==> config.mk <==
export PLATFORM = sky130hd
export DESIGN_NAME = booth_mul_seq
export DESIGN_NICKNAME = d
export VERILOG_FILES = /design/src/rtl/booth_mul_seq.sv
export SDC_FILE = /design/constraint.sdc
export NUM_CORES = 1
export LEC_CHECK = 0
export CORE_ASPECT_RATIO = 0.8
export CORE_MARGIN = 5
export CORE_UTILIZATION = 41
export DETAILED_ROUTE_END_ITERATION = 7
export GPL_TIMING_DRIVEN = 0
export PLACE_DENSITY_LB_ADDON = 0.12
export SYNTH_ARGS = -nofsm -noshare
export SYNTH_HDL_FRONTEND = slang
export SYNTH_SLANG_ARGS = --single-unit
==> constraint.sdc <==
create_clock -name clk -period 9.8 [get_ports clk]
set_clock_uncertainty 0.15 [all_clocks]
set_input_delay 1.47 -clock clk [delete_from_list [all_inputs] [get_ports clk]]
set_output_delay 1.47 -clock clk [all_outputs]
set_load 0.03 [all_outputs]
==> src/rtl/booth_mul_seq.sv <==
// booth_mul_seq: iterative radix-4 Booth multiplier, one digit per clock, valid/ready on both sides.
module booth_mul_seq #(
  parameter int N = 8
) (
  input  logic           clk,
  input  logic           rst_n,
  input  logic           in_valid,
  output logic           in_ready,
  input  logic [N-1:0]   a,
  input  logic [N-1:0]   b,
  input  logic           is_signed,
  output logic           out_valid,
  input  logic           out_ready,
  output logic [2*N-1:0] p,
  output logic           busy
);
  if (N % 2 != 0 || N < 4) begin : g_bad_n
    $error("booth_mul_seq: N must be even and >= 4");
  end
  localparam int W = 2*N+4;
  localparam int CW = $clog2(N/2+2);
  localparam logic [CW-1:0] LAST_S = CW'(N/2-1);
  localparam logic [CW-1:0] LAST_U = CW'(N/2);
  typedef enum logic [1:0] {IDLE, CALC, DONE} state_t;
  state_t state, next;
  logic [N+1:0] am;
  logic [N+2:0] bm, mag, ppv;
  logic [W-1:0] acc, acc_next, addend, cin;
  logic [CW-1:0] cnt;
  logic sgn, neg, last;
  logic [2:0] trip;
  assign trip = bm[2:0];
  assign last = cnt == (sgn ? LAST_S : LAST_U);
  assign in_ready = state == IDLE;
  assign out_valid = state == DONE;
  assign busy = state != IDLE;
  // negation folds into the add: inverted digit plus a carry-in at the digit's weight
  always_comb begin
    neg = trip[2] & ~(trip[1] & trip[0]);
    mag = (trip == 3'b011 || trip == 3'b100) ? {am, 1'b0} :
          (trip == 3'b000 || trip == 3'b111) ? '0 : {am[N+1], am};
    ppv = neg ? ~mag : mag;
    addend = {{(W-N-3){ppv[N+2]}}, ppv} << {cnt, 1'b0};
    cin = W'(neg) << {cnt, 1'b0};
    acc_next = acc + addend + cin;
  end
  always_comb begin
    next = state == IDLE ? (in_valid ? CALC : IDLE) :
           state == CALC ? (last ? DONE : CALC) :
           (out_ready ? IDLE : DONE);
  end
  always_ff @(posedge clk or negedge rst_n)
    if (!rst_n) state <= IDLE;
    else state <= next;
  always_ff @(posedge clk or negedge rst_n) begin
    if (!rst_n) begin
      am <= '0;
      bm <= '0;
      acc <= '0;
      cnt <= '0;
      sgn <= 1'b0;
      p <= '0;
    end else if (state == IDLE && in_valid) begin
      am <= {(is_signed ? {2{a[N-1]}} : 2'b00), a};
      bm <= {(is_signed ? {2{b[N-1]}} : 2'b00), b, 1'b0};
      acc <= '0;
      cnt <= '0;
      sgn <= is_signed;
    end else if (state == CALC) begin
      acc <= acc_next;
      cnt <= cnt + 1'b1;
      bm <= bm >> 2;
      if (last) p <= acc_next[2*N-1:0];
    end
  end
endmodule

## Word-level counts from Yosys, hierarchy flattened

Index checks and enable logic that the tools add are counted.

- Reduce and logical (&&, ||, !) cells: 8
- Multiplexer cells: 17
- Equality and inequality tests: 6
- Shift operators: 2
- Add/subtract/negate cells: 3
- Bitwise logic cells: 5

Operators with widths:

| operator | count |
|---|---|
| $mux 11 | 5 |
| $add 20x20->20 | 2 |
| $mux 20 | 2 |
| $shl 1x4->20 | 1 |
| $shl 20x4->20 | 1 |
| $mux 2 | 6 |
| $not 11->11 | 1 |
| $mux 3 | 3 |
| $eq 3x3->1 const B | 2 |
| $reduce_bool 2->1 | 2 |
| $add 3x1->3 const B | 1 |
| $eq 3x2->1 const B | 1 |
| $eq 3x3->1 | 1 |
| $logic_not 3->1 | 1 |
| $reduce_and 3->1 | 1 |
| $and 1x1->1 | 2 |
| $eq 2x1->1 const B | 1 |
| $eq 2x2->1 const B | 1 |
| $logic_not 2->1 | 1 |
| $logic_or 1x1->1 | 2 |
| $not 1->1 | 2 |
| $logic_and 1x1->1 | 1 |
| $mux 1 | 1 |

- Logic and storage cells: 48
- Bits of input ports: 21
- Bits in registers: 63
- Output and inout bits: 19

## Depth between registers and ports, before layout

Gate-level depths: netlist (run 1).

- Depth in word-level cells: 11
- Mapped depth: 19
- Depth with buffers taken out: 17

## Worst setup path before layout (run 1)

OpenSTA, ideal clock, no wires.

- Kind: register -> register
- From: register bm[2]
- To: register acc[13]
- Arrival time: 3646 ps
- Data required time: 9581 ps
- Setup time: 69 ps
- Buffers on the path: 1
- Setup slack: 5934 ps
- Stages on the path, launching flop included: 18
- Period minus slack after synthesis: 3866 ps
- Path through: dfrtp_1 or3b_1 buf_6 nor2_1 a211oi_1 mux2i_1 mux2i_1 or2_1 fa_1 inv_1 ha_1 o21ai_1 a21oi_1 o211ai_1 o21ai_1 a21oi_1 or4b_1 nand3_1

- Longest elaborated chain between the ends: 11
- Elaborated cells on any way between the ends: 17
- Classes of those cells: add/sub (2); eq/ne (3); shift (2); mux (5); bitwise (2); reduce/logical (3)

Ends and longest elaborated chain:

| item | RTL line | RTL |
|---|---|---|
| from (decl) | 27 | `logic [N+2:0] bm, mag, ppv;` |
| from (signal assigned) | 65 | `bm <= {(is_signed ? {2{b[N-1]}} : 2'b00), b, 1'b0};` |
| from (signal assigned) | 72 | `bm <= bm >> 2;` |
| $eq 3x3->1 or $logic_not 3->1 (tied branches) | 41 | `(trip == 3'b000 \|\| trip == 3'b111) ? '0 : {am[N+1], am};` |
| $logic_or 1x1->1 | 41 |  |
| $mux 11 | 41 |  |
| $mux 11 | 40 | `mag = (trip == 3'b011 \|\| trip == 3'b100) ? {am, 1'b0} :` |
| $not 11->11 | 42 | `ppv = neg ? ~mag : mag;` |
| $mux 11 | 42 |  |
| $shl 20x4->20 | 43 | `addend = {{(W-N-3){ppv[N+2]}}, ppv} << {cnt, 1'b0};` |
| $add 20x20->20 | 45 | `acc_next = acc + addend + cin;` |
| $add 20x20->20 (*) | 45 |  |
| $mux 20 (*) | 69 | `end else if (state == CALC) begin` |
| $mux 20 (*) | 63 | `end else if (state == IDLE && in_valid) begin` |
| to (signal assigned) | 70 | `acc <= acc_next;` |
| to (decl) | 28 | `logic [W-1:0] acc, acc_next, addend, cin;` |

Mark *: on every way between the ends. The rest lies on a longest branch, timed or not. The select of a mux whose other input is x is not followed.
A chain may end at the register's enable or synchronous reset.

## Worst setup path after layout (run 1)

Same ends and word-level chain as after synthesis.

==> results of run 1 <==
==> stage by stage <==
step           cells  setup slack [ns]  util (%)  hold WS, ns
6_report         627              5.20      50.7        0.322
3_3_place_gp     611              5.15      47.3        0.313
5_1_grt          627              4.99      50.7        0.352
4_1_cts          627              5.31      50.7        0.328
2_1_floorplan    453              5.93         -        0.297
3_5_place_dp     612              5.34      47.4        0.315
==> cells in the mapped netlist (2+ instances only) <==
| library cell | number |
|---|---|
| sky130_fd_sc_hd__fa_1 | 9 |
| sky130_fd_sc_hd__nor2_1 | 29 |
| sky130_fd_sc_hd__o211ai_1 | 2 |
| sky130_fd_sc_hd__dfrtp_1 | 57 |
| sky130_fd_sc_hd__or2_1 | 2 |
| sky130_fd_sc_hd__a221o_1 | 2 |
| sky130_fd_sc_hd__xnor2_1 | 19 |
| sky130_fd_sc_hd__a21oi_1 | 24 |
| sky130_fd_sc_hd__o22ai_1 | 4 |
| sky130_fd_sc_hd__nor3b_1 | 5 |
| sky130_fd_sc_hd__mux2_2 | 3 |
| sky130_fd_sc_hd__or4b_1 | 3 |
| sky130_fd_sc_hd__nand2b_1 | 5 |
| sky130_fd_sc_hd__nand2_1 | 76 |
| sky130_fd_sc_hd__nand3_1 | 23 |
| sky130_fd_sc_hd__a211oi_1 | 6 |
| sky130_fd_sc_hd__and2_1 | 7 |
| sky130_fd_sc_hd__nor2b_1 | 2 |
| sky130_fd_sc_hd__o221ai_2 | 4 |
| sky130_fd_sc_hd__o21ai_1 | 18 |
| sky130_fd_sc_hd__a22oi_1 | 6 |
| sky130_fd_sc_hd__a21o_1 | 7 |
| sky130_fd_sc_hd__o21a_1 | 2 |
| sky130_fd_sc_hd__xor2_1 | 2 |
| sky130_fd_sc_hd__a221oi_1 | 2 |
| sky130_fd_sc_hd__mux2_1 | 2 |
| sky130_fd_sc_hd__buf_6 | 4 |
| sky130_fd_sc_hd__inv_1 | 20 |
| sky130_fd_sc_hd__o21bai_1 | 2 |
| sky130_fd_sc_hd__o21ai_0 | 19 |
| sky130_fd_sc_hd__nand4_1 | 3 |
| sky130_fd_sc_hd__nor3_1 | 6 |
| sky130_fd_sc_hd__clkbuf_1 | 19 |
| sky130_fd_sc_hd__or3_1 | 2 |
| sky130_fd_sc_hd__buf_2 | 2 |
| sky130_fd_sc_hd__ha_1 | 22 |
| sky130_fd_sc_hd__o31ai_1 | 3 |
| sky130_fd_sc_hd__mux2i_1 | 9 |
| sky130_fd_sc_hd__nand4b_1 | 5 |
==> sequential cells by signal, indices dropped and copies added (netlist names) <==
signal / count
acc: 16
p: 16
bm: 10
am: 9
cnt: 3
state: 2
sgn: 1
==> per-layer routing <==
metal	track usage (%)	vias up	part of all wire, %
li1	-	1696	-
met1	27.4	1653	54
met3	5.39	6	4.4
met2	25.3	87	41
met5	0	-	0
met4	5.05	0	1.1
==> worst paths after layout <==
kind	slack, ns	cells past startpoint	end	start
max in group asynchronous	7.95	2	am[3]$_DFFE_PN0P_	rst_n
max	5.20	17	acc[13]$_DFFE_PN0P_	bm[2]$_DFFE_PN0P_
max reg2reg	5.20	17	acc[13]$_DFFE_PN0P_	bm[2]$_DFFE_PN0P_
min reg2reg	0.32	2	bm[3]$_DFFE_PN0P_	bm[3]$_DFFE_PN0P_
min in group asynchronous	0.96	1	p[6]$_DFFE_PN0P_	rst_n
min	0.32	2	bm[3]$_DFFE_PN0P_	bm[3]$_DFFE_PN0P_
==> tightest hold or removal path, cell delays in order, from the launching register on <==
cell	delay, ns
sky130_fd_sc_hd__dfrtp_1	0.34
sky130_fd_sc_hd__nand2_1	0.05
sky130_fd_sc_hd__nand2_1	0.05
==> area by class of cell <==
| type | instances | share of cell area, % |
|---|---|---|
| timing repair buffer | 40 | 8.32 |
| sequential | 57 | 29.3 |
| inverter | 20 | 1.54 |
| buffer | 27 | 2.82 |
| clock buffer | 13 | 5.75 |
| clock inverter | 2 | 0.719 |
| multi-input combinational | 349 | 48.5 |
| tap | 119 | 3.06 |
==> kinds of logic after synthesis <==
kind of cell | synth area share [%]
AND/OR/NAND/NOR | 20.4
AO/OA/AOI/OAI | 17.8
flip-flops | 35.6
buffers and inverters | 5.31
adder cells (fa/ha/maj) | 11.4
XOR/XNOR | 5.28
multiplexers | 4.22
==> key figures, run 1 <==
Setup path
  – Worst path cell trace: buf_6 > buf_2 > nor2_1 > a211oi_1 > mux2i_1 > mux2i_1 > or2_1 > fa_1 > inv_1 > ha_1 > o21ai_1 > a21oi_1 > o211ai_1 > o21ai_1 > a21oi_1 > or4b_1 > nand3_1
  – Stage delay of the slowest cell on the critical path: 0.51 ns
  – Kind of launch point of the worst setup path: flop
  – Capturing element type of the critical path: flop
  – Count of buffering cells on the critical path with inverters included: 3
  – Critical path type: flop to flop
  – Required time reported for the critical path endpoint: around 10 ns
  – Crit Path Max Fanout: 10
  – Cell with the biggest individual delay on the critical path: sky130_fd_sc_hd__fa_1
  – Arrival @ worst endpoint: roughly 4.7 ns
  – Top cell family by delay on the critical path: simple AND/OR/NAND/NOR gates

Place
  – Routability-driven placement congestion ratio: 0.907
  – Number of port buffers: 39
  – Placed wire-length estimate after detailed placement: 7.91 mm
  – Placement-stage cell area: 4560 sq um

Clocking
  – Worst-path clk slew: 0.05 ns
  – Clock buffer count from CTS: 9
  – Clk sink count: 57
  – Deepest level of the CTS H-tree: 3
  – Cell at the root of the clock tree: sky130_fd_sc_hd__clkbuf_16
  – Post-cts repair resize count: 0
  – Worst-Skew Late Latency: 0.33 ns
  – Clock tree from TritonCTS: yes
  – CTS Buffer Depth: 2
  – Cts hold-fix bufs: 0
  – Total setup buffers inserted after CTS: 0

Run
  – Max-cap violation count: 0

Yosys
  – Mapped cell area: 4000 sq um
  – Mean Syn Cell Area: about 8.8 sq um
  – Ys Warns: 0
  – Synth top area cells: sky130_fd_sc_hd__dfrtp_1, sky130_fd_sc_hd__nand2_1, sky130_fd_sc_hd__ha_1
  – Share of Yosys cell area claimed by the top area cell type: 35.6%
  – Share of synthesized area occupied by flip-flops and latches: 35.6%
  – Number of register bits inferred by synthesis: 57
  – Number of enable flip-flop cells after synthesis: 0
  – Cell count after synthesis: ~450
  – Fraction of synthesis flops using an asynchronous set or reset pin: 100%
  – Count of different cell masters after synthesis: between 50 and 60
  – Dominant register cell in the synthesized netlist: sky130_fd_sc_hd__dfrtp_1
  – Cell type contributing the most total cell area after synthesis: sky130_fd_sc_hd__dfrtp_1
  – Number of nets produced by synthesis: slightly above 500

Global route
  – Grt total ovfl: 0
  – Overall track demand over capacity in global routing: 18.2%
  – Antenna violations before repair: 0
  – Global-route wire length before repair: around 17 mm
  – Number of global-route vias before repair: 3,390
  – Maximum number of pins on one net before global-route repair: 38

STA
  – Setup repair after global routing missed its margin: no
  – Final setup viols: 0
  – Sum Neg Setup Slack: 0 ns
  – Share of the clock period used by the worst path: ~47%
  – Count of final hold-check violations: 0
  – Min Clock Period, post-route: 4.60 ns
  – Relative max-transition margin: 60.3%
  – Transition at the pin with the smallest max-transition slack: 0.595 ns
  – Number of pins with negative max-slew slack in the final report: 0
  – Achievable Freq: around 220 MHz

Die
  – Die H: 98.4 microns
  – Number of cell rows: 32
  – IO Pins: 40
  – Full die area: 11,900 sq um
  – Effective utilization at floorplan: 41.7%
  – DIE WIDTH: ~120 microns
  – Core area: 9610 sq um

Route
  – Post-detailed-route wirelength per cell: 16.4 microns
  – Routed vias/inst: around 5.5
  – Overall via count from detail_route: 3,442
  – Drt first pass iters: 5
  – Wire length after detailed routing: 10.3 mm
  – Number of violations reported at the end of detailed-routing iteration 0: 196
  – Number of routed nets with antenna violations: 0
  – DR DRC count: 0

Finish
  – Antenna cells: 0
  – Fill cell instance count of the final layout: 924
  – Fin area: approximately 4900 sq um
  – Area growth from synthesis to layout: 21.7%
  – Final net count: 556
  – Commonest non-fill, non-tap cell in the layout: sky130_fd_sc_hd__nand2_1
  – Top library cells by usage in the layout, fill and taps aside: sky130_fd_sc_hd__nand2_1, sky130_fd_sc_hd__dfrtp_1, sky130_fd_sc_hd__clkdlybuf4s50_1
  – Area taken by flip-flops and latches: 1430 sq um
  – Fraction of final layout cells sized beyond drive strength 1: 6.89%
  – Multi-input gate area: 2360 sq um

Min path
  – Class of the tightest hold or removal check: flop to flop

Outcome
  – Status: finished, final reports clean
Power of run 1 is left out: the tool's default activity adds up to more than one toggle a clock period on the data nets, which glitch-free logic cannot reach.
==> inputs of run 2 (changes only) <==
==> constraint.sdc (replaced) <==
create_clock -name clk -period 4.51 [get_ports clk]
set_clock_uncertainty 0.15 [all_clocks]
set_input_delay 0.6765 -clock clk [delete_from_list [all_inputs] [get_ports clk]]
set_output_delay 0.6765 -clock clk [all_outputs]
set_load 0.03 [all_outputs]
==> run 2 against run 1 <==
  * Register-to-register slack worse by 5.0 ns
  * Non-clock buffer count is 2 lower
  * Sequential cell count stayed put
  * Fmax is 6.0% higher
  * Critical endpoint unchanged
  * Critical path type unchanged
  * Sequential share of layout area is 0.060 points lower
  * Die area stayed put
  * Routed wire length hardly changed
  * First-iteration DRC count stayed put
  * Global-route usage stayed put
==> key figures, run 2 (synthesized netlist as in run 1, its figures left out) <==
Finish
  – Area growth from synthesis to layout: 22.0%
  – Commonest non-fill, non-tap cell in the layout: sky130_fd_sc_hd__nand2_1
  – Fin area: 4880 sq um
  – Antenna cells: 0
  – Finished Core Util: 50.8%
  – Final net count: 554
  – Top library cells by usage in the layout, fill and taps aside: sky130_fd_sc_hd__nand2_1, sky130_fd_sc_hd__dfrtp_1, sky130_fd_sc_hd__clkdlybuf4s50_1
  – Largest registers ranked by flip-flop count: acc (16), p (16), bm (10)
  – Fraction of final layout cells sized beyond drive strength 1: 7.91%

Die
  – DIE WIDTH: 120 microns
  – Effective utilization at floorplan: 41.7%
  – Full die area: 11,900 sq um
  – Die H: 98.4 microns
  – Core area: around 9600 sq um
  – Number of cell rows: 32
  – IO Pins: 40

Route
  – Overall via count from detail_route: ~3,400
  – Routed vias/inst: approximately 5.5
  – DR DRC count: 0
  – Post-detailed-route wirelength per cell: 16.4 microns
  – Number of routed nets with antenna violations: 0
  – Number of violations reported at the end of detailed-routing iteration 0: 196
  – Drt first pass iters: 5
  – Wire length after detailed routing: 10.3 mm

Clocking
  – Clock buffer count from CTS: 9
  – Deepest level of the CTS H-tree: 3
  – CTS Buffer Depth: 2
  – Cell at the root of the clock tree: sky130_fd_sc_hd__clkbuf_16
  – Worst-path clk slew: around 0.050 ns
  – Clock tree from TritonCTS: yes
  – Worst-Skew Late Latency: 0.33 ns
  – Cts hold-fix bufs: 0
  – Clk sink count: 57
  – Total setup buffers inserted after CTS: 0

Global route
  – Maximum number of pins on one net before global-route repair: 38
  – Global-route wire length before repair: 17.1 mm
  – Antenna violations before repair: 0
  – Grt total ovfl: 0
  – Overall track demand over capacity in global routing: between 10% and 20%
  – Number of global-route vias before repair: 3,390

Setup path
  – Arrival @ worst endpoint: between 4 and 5 ns
  – Startpoint of the lowest-slack register-to-register path: bm[2]$_DFFE_PN0P_
  – Kind of launch point of the worst setup path: flop
  – Crit Path Max Fanout: 9
  – Crit. Startpoint: bm[2]$_DFFE_PN0P_
  – Required time reported for the critical path endpoint: 4.63 ns
  – Setup slack of the most critical reg-to-reg path: approximately 0.17 ns
  – Capturing element type of the critical path: flop
  – Critical path type: flop to flop

Place
  – Pre-CTS setup slack: 0.0473 ns
  – Placed wire-length estimate after detailed placement: 7.91 mm
  – Number of port buffers: 39
  – Placement-stage cell area: 4560 sq um
  – Routability-driven placement congestion ratio: slightly above 0.9

STA
  – Min Clock Period, post-route: 4.34 ns
  – Number of pins with negative max-slew slack in the final report: 0
  – Final worst setup slack: 0.165 ns
  – Relative max-transition margin: roughly three fifths
  – Achievable Freq: 230 MHz
  – Transition at the pin with the smallest max-transition slack: 0.599 ns
  – Final setup viols: 0
  – Share of the clock period used by the worst path: 96.3%
  – Count of final hold-check violations: 0
  – Final hold slack: between 0.15 and 0.2 ns

Min path
  – Class of the tightest hold or removal check: primary input to async pin

Run
  – Max-cap violation count: 0

Outcome
  – Status: finished, final reports clean
==> run 2: what timing repair did <==
item	CTS	global route
resized for setup	0	7
endpoints found under the hold margin	0	0
setup endpoints to repair	0	10
==> run 2: cell type report <==
class,count,area [sq um]
fill,925,4730
multi-input combinational,349,2380
sequential,57,1430
timing repair buffer,40,405
clock buffer,13,280
tap,119,149
buffer,25,130
inverter,20,75.1
clock inverter,2,35.0
==> run 2: per-stage QoR <==
stage                TNS, ns  std cells
global route        -0.00774        625
detailed placement         0        612
finish                     0        625
global placement           0        611
floorplan                  0        453
CTS                        0        627
==> run 2: worst paths after layout <==
kind | cells after the start | to
worst min-delay path | 1 | p[6]$_DFFE_PN0P_
min in group clk | 2 | bm[3]$_DFFE_PN0P_
max in group asynchronous | 2 | am[3]$_DFFE_PN0P_
worst min register to register | 2 | bm[3]$_DFFE_PN0P_
worst max-delay path | 17 | acc[13]$_DFFE_PN0P_
worst max register to register | 17 | acc[13]$_DFFE_PN0P_
==> run 2: critical path: stages (launching register included) <==
cell	delay, ns
sky130_fd_sc_hd__dfrtp_1	0.42
sky130_fd_sc_hd__or3b_1	0.38
sky130_fd_sc_hd__buf_6	0.16
sky130_fd_sc_hd__nor2_1	0.12
sky130_fd_sc_hd__a211oi_2	0.07
sky130_fd_sc_hd__mux2i_2	0.23
sky130_fd_sc_hd__mux2i_1	0.14
sky130_fd_sc_hd__or2_1	0.26
sky130_fd_sc_hd__fa_1	0.51
sky130_fd_sc_hd__inv_1	0.04
sky130_fd_sc_hd__ha_1	0.39
sky130_fd_sc_hd__o21ai_1	0.09
sky130_fd_sc_hd__a21oi_1	0.22
sky130_fd_sc_hd__o211ai_1	0.14
sky130_fd_sc_hd__o21ai_2	0.21
sky130_fd_sc_hd__a21oi_1	0.16
sky130_fd_sc_hd__or4b_1	0.49
sky130_fd_sc_hd__nand3_1	0.08
==> run 2: metal layers <==
layer / GRT usage [%] / part of all wire (%)
met4: 5.05 / 1.2
met3: 5.39 / 5.0
met5: 0 / 0
met2: 25.3 / 41
met1: 27.4 / 53
Power of run 2 is left out for the same reason.
